<file path="config.mk">
export PLATFORM = sky130hd
export DESIGN_NAME = div_iter_sequencer
export DESIGN_NICKNAME = d
export VERILOG_FILES = /design/src/rtl/div_pkg.sv /design/src/rtl/div_iter_counter.sv /design/src/rtl/div_iter_sequencer.sv
export SDC_FILE = /design/constraint.sdc
export NUM_CORES = 1
export LEC_CHECK = 0
export BUFFER_PORTS_ARGS = -buffer_cell sky130_fd_sc_hd__buf_2
export CORE_MARGIN = 10
export CORE_UTILIZATION = 52
export CTS_CLUSTER_DIAMETER = 60
export CTS_CLUSTER_SIZE = 14
export DETAILED_ROUTE_END_ITERATION = 10
export GPL_ROUTABILITY_DRIVEN = 1
export PLACE_DENSITY = 0.81
export SETUP_SLACK_MARGIN = 0.05
export SYNTH_ARGS = -nofsm -noshare
export SYNTH_HDL_FRONTEND = slang
export SYNTH_HIERARCHICAL = 1
export SYNTH_SLANG_ARGS = --single-unit
</file>
<file path="constraint.sdc">
create_clock -name clk -period 3.5 [get_ports clk]
set_input_delay 0.175 -clock clk [delete_from_list [all_inputs] [get_ports clk]]
set_output_delay 0.175 -clock clk [all_outputs]
set_load 0.05 [all_outputs]
</file>
<file path="src/rtl/div_pkg.sv">
// Shared types and constants for the FP32 iterative mantissa divider sequencer.
package div_pkg;

    typedef enum logic [1:0] {
        IDLE = 2'd0,
        LOAD = 2'd1,
        ITER = 2'd2,
        DONE = 2'd3
    } div_seq_state_t;

    localparam int DIV_FP32_ITERS = 26;
    localparam int DIV_CNT_W      = 8;

endpackage

</file>
<file path="src/rtl/div_iter_counter.sv">
// Iteration down counter: load has priority over decrement, holds otherwise,
// and never wraps below zero.
module div_iter_counter
    import div_pkg::*;
#(
    parameter int CNT_W = DIV_CNT_W
) (
    input  logic             clk,
    input  logic             rst,
    input  logic             ld,
    input  logic [CNT_W-1:0] ld_data,
    input  logic             dec,
    output logic [CNT_W-1:0] cnt,
    output logic             is_one
);

    logic [CNT_W-1:0] cnt_r;

    // Counter register with load-over-decrement priority.
    always_ff @(posedge clk) begin
        if (rst) begin
            cnt_r <= {CNT_W{1'b0}};
        end else if (ld) begin
            cnt_r <= ld_data;
        end else if (dec && (cnt_r != {CNT_W{1'b0}})) begin
            cnt_r <= cnt_r - {{(CNT_W-1){1'b0}}, 1'b1};
        end else begin
            cnt_r <= cnt_r;
        end
    end

    assign cnt    = cnt_r;
    assign is_one = (cnt_r == {{(CNT_W-1){1'b0}}, 1'b1});

endmodule

</file>
<file path="src/rtl/div_iter_sequencer.sv">
// Control FSM for the FP32 restoring mantissa divider (IDLE/LOAD/ITER/DONE).
// Optional abort support is compiled in with DIV_SEQ_ABORT_EN.
module div_iter_sequencer
    import div_pkg::*;
#(
    parameter int ITERS = DIV_FP32_ITERS,
    parameter int CNT_W = DIV_CNT_W
) (
    input  logic             clk,
    input  logic             rst,
    input  logic             start,
    output logic             start_ready,
    input  logic             div_by_zero,
    input  logic             rem_neg,
    output logic             ld_op,
    output logic             step_en,
    output logic             q_bit,
    output logic             restore,
    output logic [CNT_W-1:0] iter_cnt,
    output logic             busy,
    output logic             res_valid,
    input  logic             res_ready,
`ifdef DIV_SEQ_ABORT_EN
    input  logic             abort,
    output logic             aborted,
`endif
    output logic             dz_flag
);

    div_seq_state_t   state_r;
    div_seq_state_t   state_s;
    logic             cnt_ld_s;
    logic             cnt_dec_s;
    logic [CNT_W-1:0] cnt_data_s;
    logic             cnt_is_one_s;
    logic             abort_s;
    logic             dz_flag_r;

`ifdef DIV_SEQ_ABORT_EN
    assign abort_s = abort;
`else
    assign abort_s = 1'b0;
`endif

    div_iter_counter #(.CNT_W(CNT_W)) u_cnt (
        .clk     (clk),
        .rst     (rst),
        .ld      (cnt_ld_s),
        .ld_data (cnt_data_s),
        .dec     (cnt_dec_s),
        .cnt     (iter_cnt),
        .is_one  (cnt_is_one_s)
    );

    // State register.
    always_ff @(posedge clk) begin
        if (rst) begin
            state_r <= IDLE;
        end else begin
            state_r <= state_s;
        end
    end

    // Next-state and counter control; an abort reloads the counter with zero.
    always_comb begin
        state_s    = state_r;
        cnt_ld_s   = 1'b0;
        cnt_dec_s  = 1'b0;
        cnt_data_s = CNT_W'(ITERS);
        case (state_r)
            IDLE: begin
                if (start) begin
                    state_s = div_by_zero ? DONE : LOAD;
                end else begin
                    state_s = IDLE;
                end
            end
            LOAD: begin
                cnt_ld_s = 1'b1;
                if (abort_s) begin
                    cnt_data_s = {CNT_W{1'b0}};
                    state_s    = DONE;
                end else begin
                    state_s    = ITER;
                end
            end
            ITER: begin
                if (abort_s) begin
                    cnt_ld_s   = 1'b1;
                    cnt_data_s = {CNT_W{1'b0}};
                    state_s    = DONE;
                end else begin
                    cnt_dec_s = 1'b1;
                    state_s   = cnt_is_one_s ? DONE : ITER;
                end
            end
            DONE: begin
                if (res_ready) begin
                    state_s = IDLE;
                end else begin
                    state_s = DONE;
                end
            end
            default: begin
                state_s = IDLE;
            end
        endcase
    end

    // Divide-by-zero flag lives from the zero-divisor start until the handshake.
    always_ff @(posedge clk) begin
        if (rst) begin
            dz_flag_r <= 1'b0;
        end else if ((state_r == IDLE) && start && div_by_zero) begin
            dz_flag_r <= 1'b1;
        end else if ((state_r == DONE) && res_ready) begin
            dz_flag_r <= 1'b0;
        end else begin
            dz_flag_r <= dz_flag_r;
        end
    end

`ifdef DIV_SEQ_ABORT_EN
    logic aborted_r;

    // Abort marker accompanies the early result until the handshake.
    always_ff @(posedge clk) begin
        if (rst) begin
            aborted_r <= 1'b0;
        end else if (((state_r == LOAD) || (state_r == ITER)) && abort) begin
            aborted_r <= 1'b1;
        end else if ((state_r == DONE) && res_ready) begin
            aborted_r <= 1'b0;
        end else begin
            aborted_r <= aborted_r;
        end
    end

    assign aborted = aborted_r;
`endif

    assign start_ready = (state_r == IDLE);
    assign ld_op       = (state_r == LOAD);
    assign step_en     = (state_r == ITER);
    assign q_bit       = step_en & ~rem_neg;
    assign restore     = step_en & rem_neg;
    assign busy        = (state_r != IDLE);
    assign res_valid   = (state_r == DONE);
    assign dz_flag     = dz_flag_r;

endmodule

</file>
==> reports/summary.md, run 1 <==
### Detailed routing
- 1789 µm — wire length reported by the detailed router
- 4 — router iterations before antenna repair
- 14.20 µm — average detailed-routed wire length per instance
- 680 — number of vias after detailed routing
- 26 — 1st-iter DRT viols
- 5.397 — Vias/cell
- 0 — post-route ant nets
- 0 — DRC

### Die
- 0.001285 mm² — Placeable Area
- 22 — Top Ports
- 0.003238 mm² — area of the die
- 55.11% — starting density of the core
- 56.91 µm — Die Height
- 13 — number of rows created at floorplan
- 56.91 µm — die width

### Worst setup path
- flop — CP Capture Type
- u_cnt/cnt[5] — endpoint of the worst register-to-register path
- u_cnt/cnt[0] — beginning of the critical path
- 1.47 ns — Worst R2R Setup Slack
- u_cnt/cnt[0] — r2r startpoint
- reg2reg — Worst Setup Path Type
- sky130_fd_sc_hd__nor3b_1 — Worst path slowest cell
- flop — CP Launch Type
- 3.65 ns — Crit path required time
- 0.57 ns — Worst path max stage delay
- 6 — r2r worst-path depth
- inv_1 > ha_1 > nor3b_1 > a21oi_1 > and4_1 > a2111oi_0 — chain of cells forming the critical path
- 2.18 ns — arrival time at the worst endpoint
- 6 — largest fanout of any net on the critical path

### Power
- 0.5024 mV — worst vdd ir
- 0.3768 nW — static leakage
- 653.6 mW/mm² — pwr/cell area
- 567.5 µW — Total Power Consumption

### Placement
- 1.538 ns — post-placement setup slack
- 842.1 µm² — placed cell area
- 0.7384 — final estimated routing congestion in global placement
- 21 — # port buffers
- 1388 µm — estimated wirelength of the detail-placed design

### Timing
- 0 ns — total negative setup slack
- no — setup repair after global routing missed its margin
- 1.472 ns — crit path setup slack, layout
- 0 — final hold violation count
- 0 — Final setup violation count
- 0.6496 ns — actual transition at the worst max-transition pin
- 0 — Final Max Slew Viols
- 0.0004384 ns — worst clock skew
- 0.4930 GHz — Max Clock Freq
- 57.96% — Period Utilization, post-route
- 2.028 ns — Min Clock Period, post-route
- 56.60% — worst slew slack as a fraction of its limit

### Synth
- 8.636 µm² — post-synthesis average cell area
- 6 — Warnings, synthesis
- 31.10% — fraction of the yosys area taken by sequential cells
- 708.2 µm² — Syn Std Cell Area
- 82 — Syn Inst Count
- 11 — FF+latch count, synth
- 35 — Unique masters post-synth

### CTS
- 0.07 ns — clock slew at reported path FFs
- 0 — hold_buf cts
- 0 — number of cells upsized or downsized after cts
- done — CTS tree
- 11 — TritonCTS Sinks
- 1 — H-tree levels
- 3 — TritonCTS Buffers
- sky130_fd_sc_hd__clkbuf_4 — library cell used as clock root buffer
- 0.27 ns — Skew-Pair Late Insertion Delay
- 0 — total setup buffers inserted after CTS
- 2 — Bufs on Longest Clock Path

### Min path
- div_by_zero — Hold Startpoint
- in2reg — worst min path class
- 3 — Worst Hold Path Cells
- state_r[1] — Worst Hold End

### Cells and area
- 121 — layout net count
- 0 — count of antenna diodes in the layout
- 29.73% — share of post-route cells with drive strength above 1
- 22.61% — signed area change from the synthesized netlist to the final layout
- 868.3 µm² — area of all placed cells without fillers
- 67.58% — final design utilization

### GRT
- 19.22% — met2 track utilization from global routing
- 0 — initial antenna violation count
- 6.067% — GRT met3 Usage
- 0 — global route total overflow
- 15 — largest net degree at the start of global routing
- 11.85% — GRT Resource Usage Total
- 698 — number of global-route vias before repair
- 3194 µm — first-pass GRT wire length
- 13.47% — met1 Usage GRT
- met2 — most heavily used metal layer in global routing

### Status
- complete, no violations — status

### Job
- 0 — MaxCap Viol Count

-- cells in the mapped netlist --
library cell	count	share of area (%)
sky130_fd_sc_hd__a2111oi_0	1	1.2
sky130_fd_sc_hd__a2111oi_2	1	2.1
sky130_fd_sc_hd__a2111oi_4	1	3.9
sky130_fd_sc_hd__a211oi_1	7	7.4
sky130_fd_sc_hd__a211oi_2	1	1.8
sky130_fd_sc_hd__a21boi_0	1	1.1
sky130_fd_sc_hd__a21oi_1	5	3.5
sky130_fd_sc_hd__a311oi_1	1	1.2
sky130_fd_sc_hd__a31oi_1	1	0.88
sky130_fd_sc_hd__and2_1	2	1.8
sky130_fd_sc_hd__and2_2	1	1.1
sky130_fd_sc_hd__and2b_1	1	1.1
sky130_fd_sc_hd__and2b_2	1	1.2
sky130_fd_sc_hd__and3_4	1	1.6
sky130_fd_sc_hd__and4_1	1	1.2
sky130_fd_sc_hd__buf_2	1	0.71
sky130_fd_sc_hd__clkbuf_4	1	1.1
sky130_fd_sc_hd__conb_1	2	1.1
sky130_fd_sc_hd__dfxtp_1	11	31
sky130_fd_sc_hd__ha_1	3	5.3
sky130_fd_sc_hd__inv_1	9	4.8
sky130_fd_sc_hd__nand2_1	6	3.2
sky130_fd_sc_hd__nor2_1	7	3.7
sky130_fd_sc_hd__nor2b_1	1	0.88
sky130_fd_sc_hd__nor3_1	1	0.71
sky130_fd_sc_hd__nor3b_1	1	1.1
sky130_fd_sc_hd__nor4_1	2	1.8
sky130_fd_sc_hd__nor4b_1	1	1.2
sky130_fd_sc_hd__o21ai_0	1	0.71
sky130_fd_sc_hd__o221a_2	1	1.6
sky130_fd_sc_hd__o221ai_1	1	1.2
sky130_fd_sc_hd__o31ai_1	1	1.1
sky130_fd_sc_hd__or3b_2	1	1.2
sky130_fd_sc_hd__or4_4	1	1.6
sky130_fd_sc_hd__xnor2_1	4	4.9
-- where the power goes --
| part | leakage (nW) | switching (mW) | internal (mW) |
|---|---|---|---|
| sequential | 0.0908 | 0.0349 | 0.148 |
| clock | 0.0150 | 0.0423 | 0.0441 |
| combinational | 0.271 | 0.205 | 0.0927 |
-- routing by layer --
| metal | vias up | routed length [µm] |
|---|---|---|
| li1 | 348 | - |
| met4 | 0 | 24 |
| met3 | 6 | 160 |
| met1 | 303 | 766 |
| met2 | 23 | 838 |
| met5 | - | 0 |
-- critical path: cells and delay by family (launching register included) --
kind	cells	cell delay [ns]
AO/OA/AOI/OAI	2	0.43
adder cells (fa/ha/maj)	1	0.22
buffers and inverters	1	0.10
flip-flops	1	0.36
AND/OR/NAND/NOR	2	0.81
-- sequential cells by signal, summed over array words and instances, names as in the netlist --
register / count
dz_flag: 1
state_r: 2
u_cnt/cnt: 8
-- layout make-up --
| cell class | instances | area (µm²) |
|---|---|---|
| Timing Repair Buffer | 21 | 105.1 |
| Fill cell | 106 | 416.7 |
| Clock buffer | 4 | 26.28 |
| Multi-Input combinational cell | 66 | 464.2 |
| Tap cell | 15 | 18.77 |
| Inverter | 9 | 33.78 |
| Sequential cell | 11 | 220.2 |
-- placed cells by master, fill, tap and decap left out, types with 2 or more instances in the layout --
master	count
sky130_fd_sc_hd__and2_1	2
sky130_fd_sc_hd__conb_1	8
sky130_fd_sc_hd__inv_1	9
sky130_fd_sc_hd__nand2_1	6
sky130_fd_sc_hd__nor2_1	7
sky130_fd_sc_hd__ha_1	3
sky130_fd_sc_hd__clkbuf_4	3
sky130_fd_sc_hd__buf_2	21
sky130_fd_sc_hd__a211oi_1	7
sky130_fd_sc_hd__xnor2_1	4
sky130_fd_sc_hd__dfxtp_1	11
sky130_fd_sc_hd__nor4_1	2
sky130_fd_sc_hd__a21oi_1	5
-- through the flow --
stage | cells | hold WS [ns]
final | 126 | 0.1843
after global routing | 126 | 0.1875
after CTS | 126 | 0.1803
after detailed placement | 122 | 0.4677
after global placement | 122 | 0.4384
after floorplan | 88 | 0.2478
-- cell families (layout without fill, tap and decap cells) --
kind of cell / Yosys count / in the layout / synth area share (%)
and+or+nand+nor: 28 / 28 / 23.32
xor gates and xnor gates: 4 / 4 / 4.946
other: 2 / 8 / 1.060
buffers and inverters: 11 / 34 / 6.536
adders and majority gates: 3 / 3 / 5.301
DFF: 11 / 11 / 31.10
AOI/OAI and AO/OA: 23 / 23 / 27.74
-- worst max-delay path by stage --
| stage | slack [ns] | cells after the start | to |
|---|---|---|---|
| 4_1_cts | 1.49 | 6 | u_cnt/cnt[0] |
| 2_1_floorplan | 1.51 | 5 | u_cnt/cnt[7] |
| 6_report | 1.47 | 6 | u_cnt/cnt[5] |
| 5_1_grt | 1.22 | 6 | u_cnt/cnt[0] |
| 3_5_place_dp | 1.54 | 5 | u_cnt/cnt[3] |
| 3_3_place_gp | 1.60 | 5 | u_cnt/cnt[3] |
Power figures use the tool's default switching activity.
==> inputs of run 2 (changes only) <==
Settings changed: ABC_AREA from default to 1, CORE_UTILIZATION 52 to 51, PLACE_DENSITY 0.81 to 0.77.
Clock period 3.5 ns to 2 ns, I/O delays scaled along.
==> run 2 against run 1 <==
Clock skew increased by 0.0044 ns; flip-flop and latch count unchanged; global-route usage increased by 0.38 points; critical path type is now reg2out; critical path depth decreased by 3; power increased by 130%; die area increased by 14%; combinational power increased to 2.7 times the previous value; non-clock buffer count unchanged; final cell count increased by 44%; utilization decreased by 3.5 points; sequential share of layout area decreased by 3.1 points; count of clock-buffer cells in the layout decreased by 1.
==> reports/summary.md, run 2 <==
### Cells and area
- 540.5 µm² — area of the multi-input gates
- 0 — count of antenna diodes in the layout
- 155 — number of fill cells
- 17.21% — signed area change from the synthesized netlist to the final layout
- sky130_fd_sc_hd__nand2_1 — leading cell type in the layout, fill and taps excluded
- 24.70% — share of post-route cells with drive strength above 1
- 220.2 µm² — area taken by flip-flops and latches
- 36 x sky130_fd_sc_hd__nand2_1, 24 x sky130_fd_sc_hd__nor2_1, 21 x sky130_fd_sc_hd__buf_2, 17 x sky130_fd_sc_hd__inv_1, 17 x sky130_fd_sc_hd__nand3_1 — commonest cells after routing, fill and taps aside
- 64.12% — final design utilization
- 176 — layout net count
- 8 — max FFs per register

### Placement
- 1665 µm — estimated wirelength of the detail-placed design
- 0.8650 — final estimated routing congestion in global placement
- 21 — # port buffers

### Power
- 1298 mW/mm² — pwr/cell area
- 0.7751 mV — worst vdd ir
- 0.5471 nW — static leakage

### CTS
- 0 — number of cells upsized or downsized after cts
- 11 — TritonCTS Sinks
- 0 — total setup buffers inserted after CTS
- 0.07 ns — clock slew at reported path FFs
- 2 — Bufs on Longest Clock Path
- 0.28 ns — Skew-Pair Late Insertion Delay
- 1 — H-tree levels
- sky130_fd_sc_hd__clkbuf_4 — library cell used as clock root buffer
- 3 — TritonCTS Buffers
- 0 — hold_buf cts
- done — CTS tree

### Synth
- 6 — Warnings, synthesis
- 11 — FF+latch count, synth
- 843.3 µm² — Syn Std Cell Area
- 26.11% — fraction of the yosys area taken by sequential cells
- 0 — number of synthesized flops with an enable pin
- 36 x sky130_fd_sc_hd__nand2_1, 25 x sky130_fd_sc_hd__nor2_1, 17 x sky130_fd_sc_hd__inv_1, 17 x sky130_fd_sc_hd__nand3_1, 11 x sky130_fd_sc_hd__dfxtp_1 — list of most frequent post-synthesis cells
- 23 — Unique masters post-synth
- sky130_fd_sc_hd__nand2_1 — most frequent cell after synthesis
- 6.111 µm² — post-synthesis average cell area
- sky130_fd_sc_hd__dfxtp_1 — top flip-flop cell by instance count after synthesis
- 26.11% — share of Yosys cell area claimed by the top area cell type
- 0% — share of flip-flops with an asynchronous set or reset after synthesis
- sky130_fd_sc_hd__dfxtp_1 26%, sky130_fd_sc_hd__nand2_1 16%, sky130_fd_sc_hd__nor2_1 11% — largest cells by area after synthesis
- sky130_fd_sc_hd__dfxtp_1 — Synth area leader
- 138 — Syn Inst Count

### GRT
- 4.384% — GRT met3 Usage
- 14.03% — met1 Usage GRT
- 14 — largest net degree at the start of global routing
- 3581 µm — first-pass GRT wire length
- 0 — global route total overflow
- 12.23% — GRT Resource Usage Total
- met2 — most heavily used metal layer in global routing
- 21.11% — met2 track utilization from global routing
- 0 — initial antenna violation count
- 815 — number of global-route vias before repair

### Timing
- 0 — Final setup violation count
- 0 ns — total negative setup slack
- 0.6061 GHz — Max Clock Freq
- 0.004885 ns — worst clock skew
- 1.650 ns — Min Clock Period, post-route
- 82.50% — Period Utilization, post-route
- 0 — final hold violation count
- no — setup repair after global routing missed its margin
- 0 — Final Max Slew Viols

### Job
- 0 — MaxCap Viol Count

### Detailed routing
- 5.000 — Vias/cell
- 2103 µm — wire length reported by the detailed router
- 25 — 1st-iter DRT viols
- 0 — post-route ant nets
- 11.55 µm — average detailed-routed wire length per instance
- 910 — number of vias after detailed routing
- 4 — router iterations before antenna repair
- 0 — DRC

### Worst setup path
- 1.55 ns — arrival time at the worst endpoint
- reg2out — Worst Setup Path Type
- 10 — largest fanout of any net on the critical path
- flop — CP Launch Type
- primary output — CP Capture Type
- 1.90 ns — Crit path required time

### Die
- 60.67 µm — die width
- 0.003680 mm² — area of the die
- 60.67 µm — Die Height
- 14 — number of rows created at floorplan
- 22 — Top Ports
- 0.001541 mm² — Placeable Area
- 54.71% — starting density of the core

### Min path
- in2reg — worst min path class

### Status
- complete, no violations — status

==> run 2: final timing paths <==
kind	to	start	slack, ns	cells past startpoint
setup / recovery	ld_op	state_r[0]	0.35	3
hold / removal	state_r[1]	div_by_zero	0.09	3
setup reg to reg	u_cnt/cnt[5]	state_r[0]	0.37	7
hold reg to reg	dz_flag	dz_flag	0.49	2
==> run 2: where the power goes <==
part,internal [mW],leakage (nW),switching [mW]
combinational,0.231,0.439,0.563
sequential,0.264,0.0903,0.0704
clock,0.0742,0.0177,0.0803
==> run 2: worst max-delay path, cell delays in order, from the launching register on <==
cell and delay [ns]:
sky130_fd_sc_hd__dfxtp_1 0.47, sky130_fd_sc_hd__inv_2 0.09, sky130_fd_sc_hd__nor2_2 0.36, sky130_fd_sc_hd__buf_2 0.35
==> run 2: cell type report <==
class | instances | share of cell area, %
clock buffers | 3 | 2.278
clock inverters | 1 | 0.5063
inverters | 20 | 7.595
multi-input cells | 110 | 54.68
flip-flops and latches | 11 | 22.28
well taps | 16 | 2.025
repair buffers | 21 | 10.63
==> run 2: logic make-up after synthesis <==
group                      synth area share [%]
and+or+nand+nor                           46.74
buffers and inverters                     12.76
AOI/OAI and AO/OA                         9.051
DFF                                       26.11
adders and majority gates                 4.452
other                                    0.8905
==> run 2: routing by layer <==
| metal | routed length [µm] | vias to the layer above | part of all wire, % |
|---|---|---|---|
| li1 | - | 474 | - |
| met1 | 916 | 414 | 44 |
| met2 | 1056 | 18 | 50 |
| met3 | 113 | 4 | 5.4 |
| met4 | 17 | 0 | 0.81 |
| met5 | 0 | - | 0 |
==> run 2: per-stage QoR <==
step | hold slack (ns) | cell area [µm²] | std cells | power, mW | setup WS, ns
finish | 0.09187 | 988.4 | 182 | 1.283 | 0.3500
global route | 0.08644 | 988.4 | 182 | 1.399 | 0.2173
CTS | 0.08681 | 988.4 | 182 | 1.291 | 0.3274
detailed placement | 0.3889 | 960.9 | 178 | 1.132 | 0.3947
global placement | 0.3797 | 960.9 | 178 | 1.110 | 0.4541
floorplan | 0.1624 | 868.3 | 144 | 0.9835 | 0.06510
==> inputs of run 3 (changes only) <==
Clock period 2 ns to 1.52 ns, I/O delays scaled along.
==> run 3 against run 2 <==
Worst setup slack lost 0.20 ns; final area grew 5.2%; sequential power grew 33%; final cell count grew 1.1%; clock power grew 31%; utilization grew 3.3 points; power grew 35%; wire length grew 0.76%; worst hold slack lost 0.018 ns; critical endpoint unchanged.
==> reports/summary.md, run 3 (synthesized netlist as in run 2, its figures left out) <==
### Status
- complete, no violations — status

### Placement
- 0.1145 ns — post-placement setup slack
- 21 — # port buffers
- 0.8646 — final estimated routing congestion in global placement
- 1664 µm — estimated wirelength of the detail-placed design

### Min path
- 3 — Worst Hold Path Cells
- div_by_zero — Hold Startpoint
- in2reg — worst min path class

### Detailed routing
- 909 — number of vias after detailed routing
- 11.52 µm — average detailed-routed wire length per instance
- 33 — 1st-iter DRT viols
- 2119 µm — wire length reported by the detailed router
- 0 — DRC
- 4.940 — Vias/cell
- 0 — post-route ant nets
- 4 — router iterations before antenna repair

### Cells and area
- 23.29% — signed area change from the synthesized netlist to the final layout
- sky130_fd_sc_hd__nand2_1 — leading cell type in the layout, fill and taps excluded
- 178 — layout net count
- 29.76% — share of post-route cells with drive strength above 1
- 8 — max FFs per register
- 36 x sky130_fd_sc_hd__nand2_1, 22 x sky130_fd_sc_hd__nor2_1, 19 x sky130_fd_sc_hd__buf_2, 17 x sky130_fd_sc_hd__nand3_1, 16 x sky130_fd_sc_hd__inv_1 — commonest cells after routing, fill and taps aside
- 0 — count of antenna diodes in the layout

### Timing
- 0 ns — total negative setup slack
- 0 — Final setup violation count
- 0.001633 ns — worst clock skew
- 1.371 ns — Min Clock Period, post-route
- 0.7292 GHz — Max Clock Freq
- 0.1487 ns — crit path setup slack, layout
- 0 — final hold violation count
- 90.22% — Period Utilization, post-route
- 0 — Final Max Slew Viols
- 0.07343 ns — hold slack final
- no — setup repair after global routing missed its margin

### Die
- 60.67 µm — die width
- 60.67 µm — Die Height
- 14 — number of rows created at floorplan
- 0.001541 mm² — Placeable Area
- 22 — Top Ports
- 54.71% — starting density of the core
- 0.003680 mm² — area of the die

### Worst setup path
- 1.30 ns — arrival time at the worst endpoint
- u_cnt/cnt[5] — r2r startpoint
- 9 — largest fanout of any net on the critical path
- buffers and inverters — critical path's top delay family
- reg2out — Worst Setup Path Type
- 0.40 ns — Worst path max stage delay
- sky130_fd_sc_hd__dfxtp_4 — Worst path slowest cell
- 3 — number of buffer and inverter instances along the worst setup path
- primary output — CP Capture Type
- 0.19 ns — Worst R2R Setup Slack
- 4 — number of logic stages on the critical path including buffering
- 1.44 ns — Crit path required time
- flop — CP Launch Type
- inv_2 > nor2_4 > buf_4 > buf_2 — chain of cells forming the critical path
- 6 — r2r worst-path depth
- state_r[0] — beginning of the critical path

### CTS
- done — CTS tree
- 11 — TritonCTS Sinks
- 3 — TritonCTS Buffers
- 0.07 ns — clock slew at reported path FFs
- 1 — H-tree levels
- 0 — hold_buf cts
- 2 — Bufs on Longest Clock Path
- 0.27 ns — Skew-Pair Late Insertion Delay
- sky130_fd_sc_hd__clkbuf_4 — library cell used as clock root buffer

### GRT
- 3429 µm — first-pass GRT wire length
- 11.66% — GRT Resource Usage Total
- 0 — initial antenna violation count
- 777 — number of global-route vias before repair
- 14 — largest net degree at the start of global routing
- 0 — global route total overflow

### Power
- 0.5550 nW — static leakage
- 1.737 mW — Total Power Consumption
- 1670 mW/mm² — pwr/cell area
- 0.9295 mV — worst vdd ir

### Job
- 0 — MaxCap Viol Count

## run 3: cell types whose count changed in the layout (fill, tap and decap cells not counted), sizes merged
| cell | previous run | this run |
|---|---|---|
| clkbuf | 3 | 6 |
| clkinv | 1 | 0 |
## run 3: final timing paths
kind | end
min | state_r[1]
min reg2reg | dz_flag
max reg2reg | u_cnt/cnt[0]
max | ld_op
## run 3: through the flow
step           utilization (%)  cell area, µm²  std cells
6_report                 67.45            1040        184
5_1_grt                  67.45            1040        184
3_3_place_gp             64.69           997.2        180
3_5_place_dp             64.69           997.2        180
2_1_floorplan                -           889.6        144
4_1_cts                  66.48            1025        184
## run 3: worst register-to-register path, stage by stage (launching register included)
cell and delay [ns]:
sky130_fd_sc_hd__dfxtp_1 0.36, sky130_fd_sc_hd__nor2_1 0.19, sky130_fd_sc_hd__nand2_2 0.11, sky130_fd_sc_hd__o21ai_4 0.28, sky130_fd_sc_hd__nand2_4 0.11, sky130_fd_sc_hd__o21ai_2 0.12
sky130_fd_sc_hd__nor2_1 0.05
## run 3: power by group
group          total, mW  internal, mW  switching [mW]
clock network      0.203         0.102           0.101
logic               1.09         0.336           0.752
registers          0.447         0.353          0.0946
total               1.74         0.790           0.947
## run 3: cell type report
cell class	instances	area, µm²
inverter	20	75.07
multi-input combinational	110	563.0
timing repair buffer	23	125.1
clock buffer	4	26.28
tap	16	20.02
fill	166	501.7
sequential	11	230.2
## run 3: metal layers
metal	wire, µm	vias to the layer above	GRT usage, %
li1	-	479	-
met1	899	404	15.01
met2	1089	24	19.21
met3	125	2	1.879
met4	5	0	3.762
met5	0	-	0
## run 3: timing repair
| action | in CTS | in global routing |
|---|---|---|
| setup endpoints to repair | 2 | 8 |
| resized for setup | 1 | 6 |
| setup buffers | 0 | 0 |
| pin swaps | 0 | 1 |
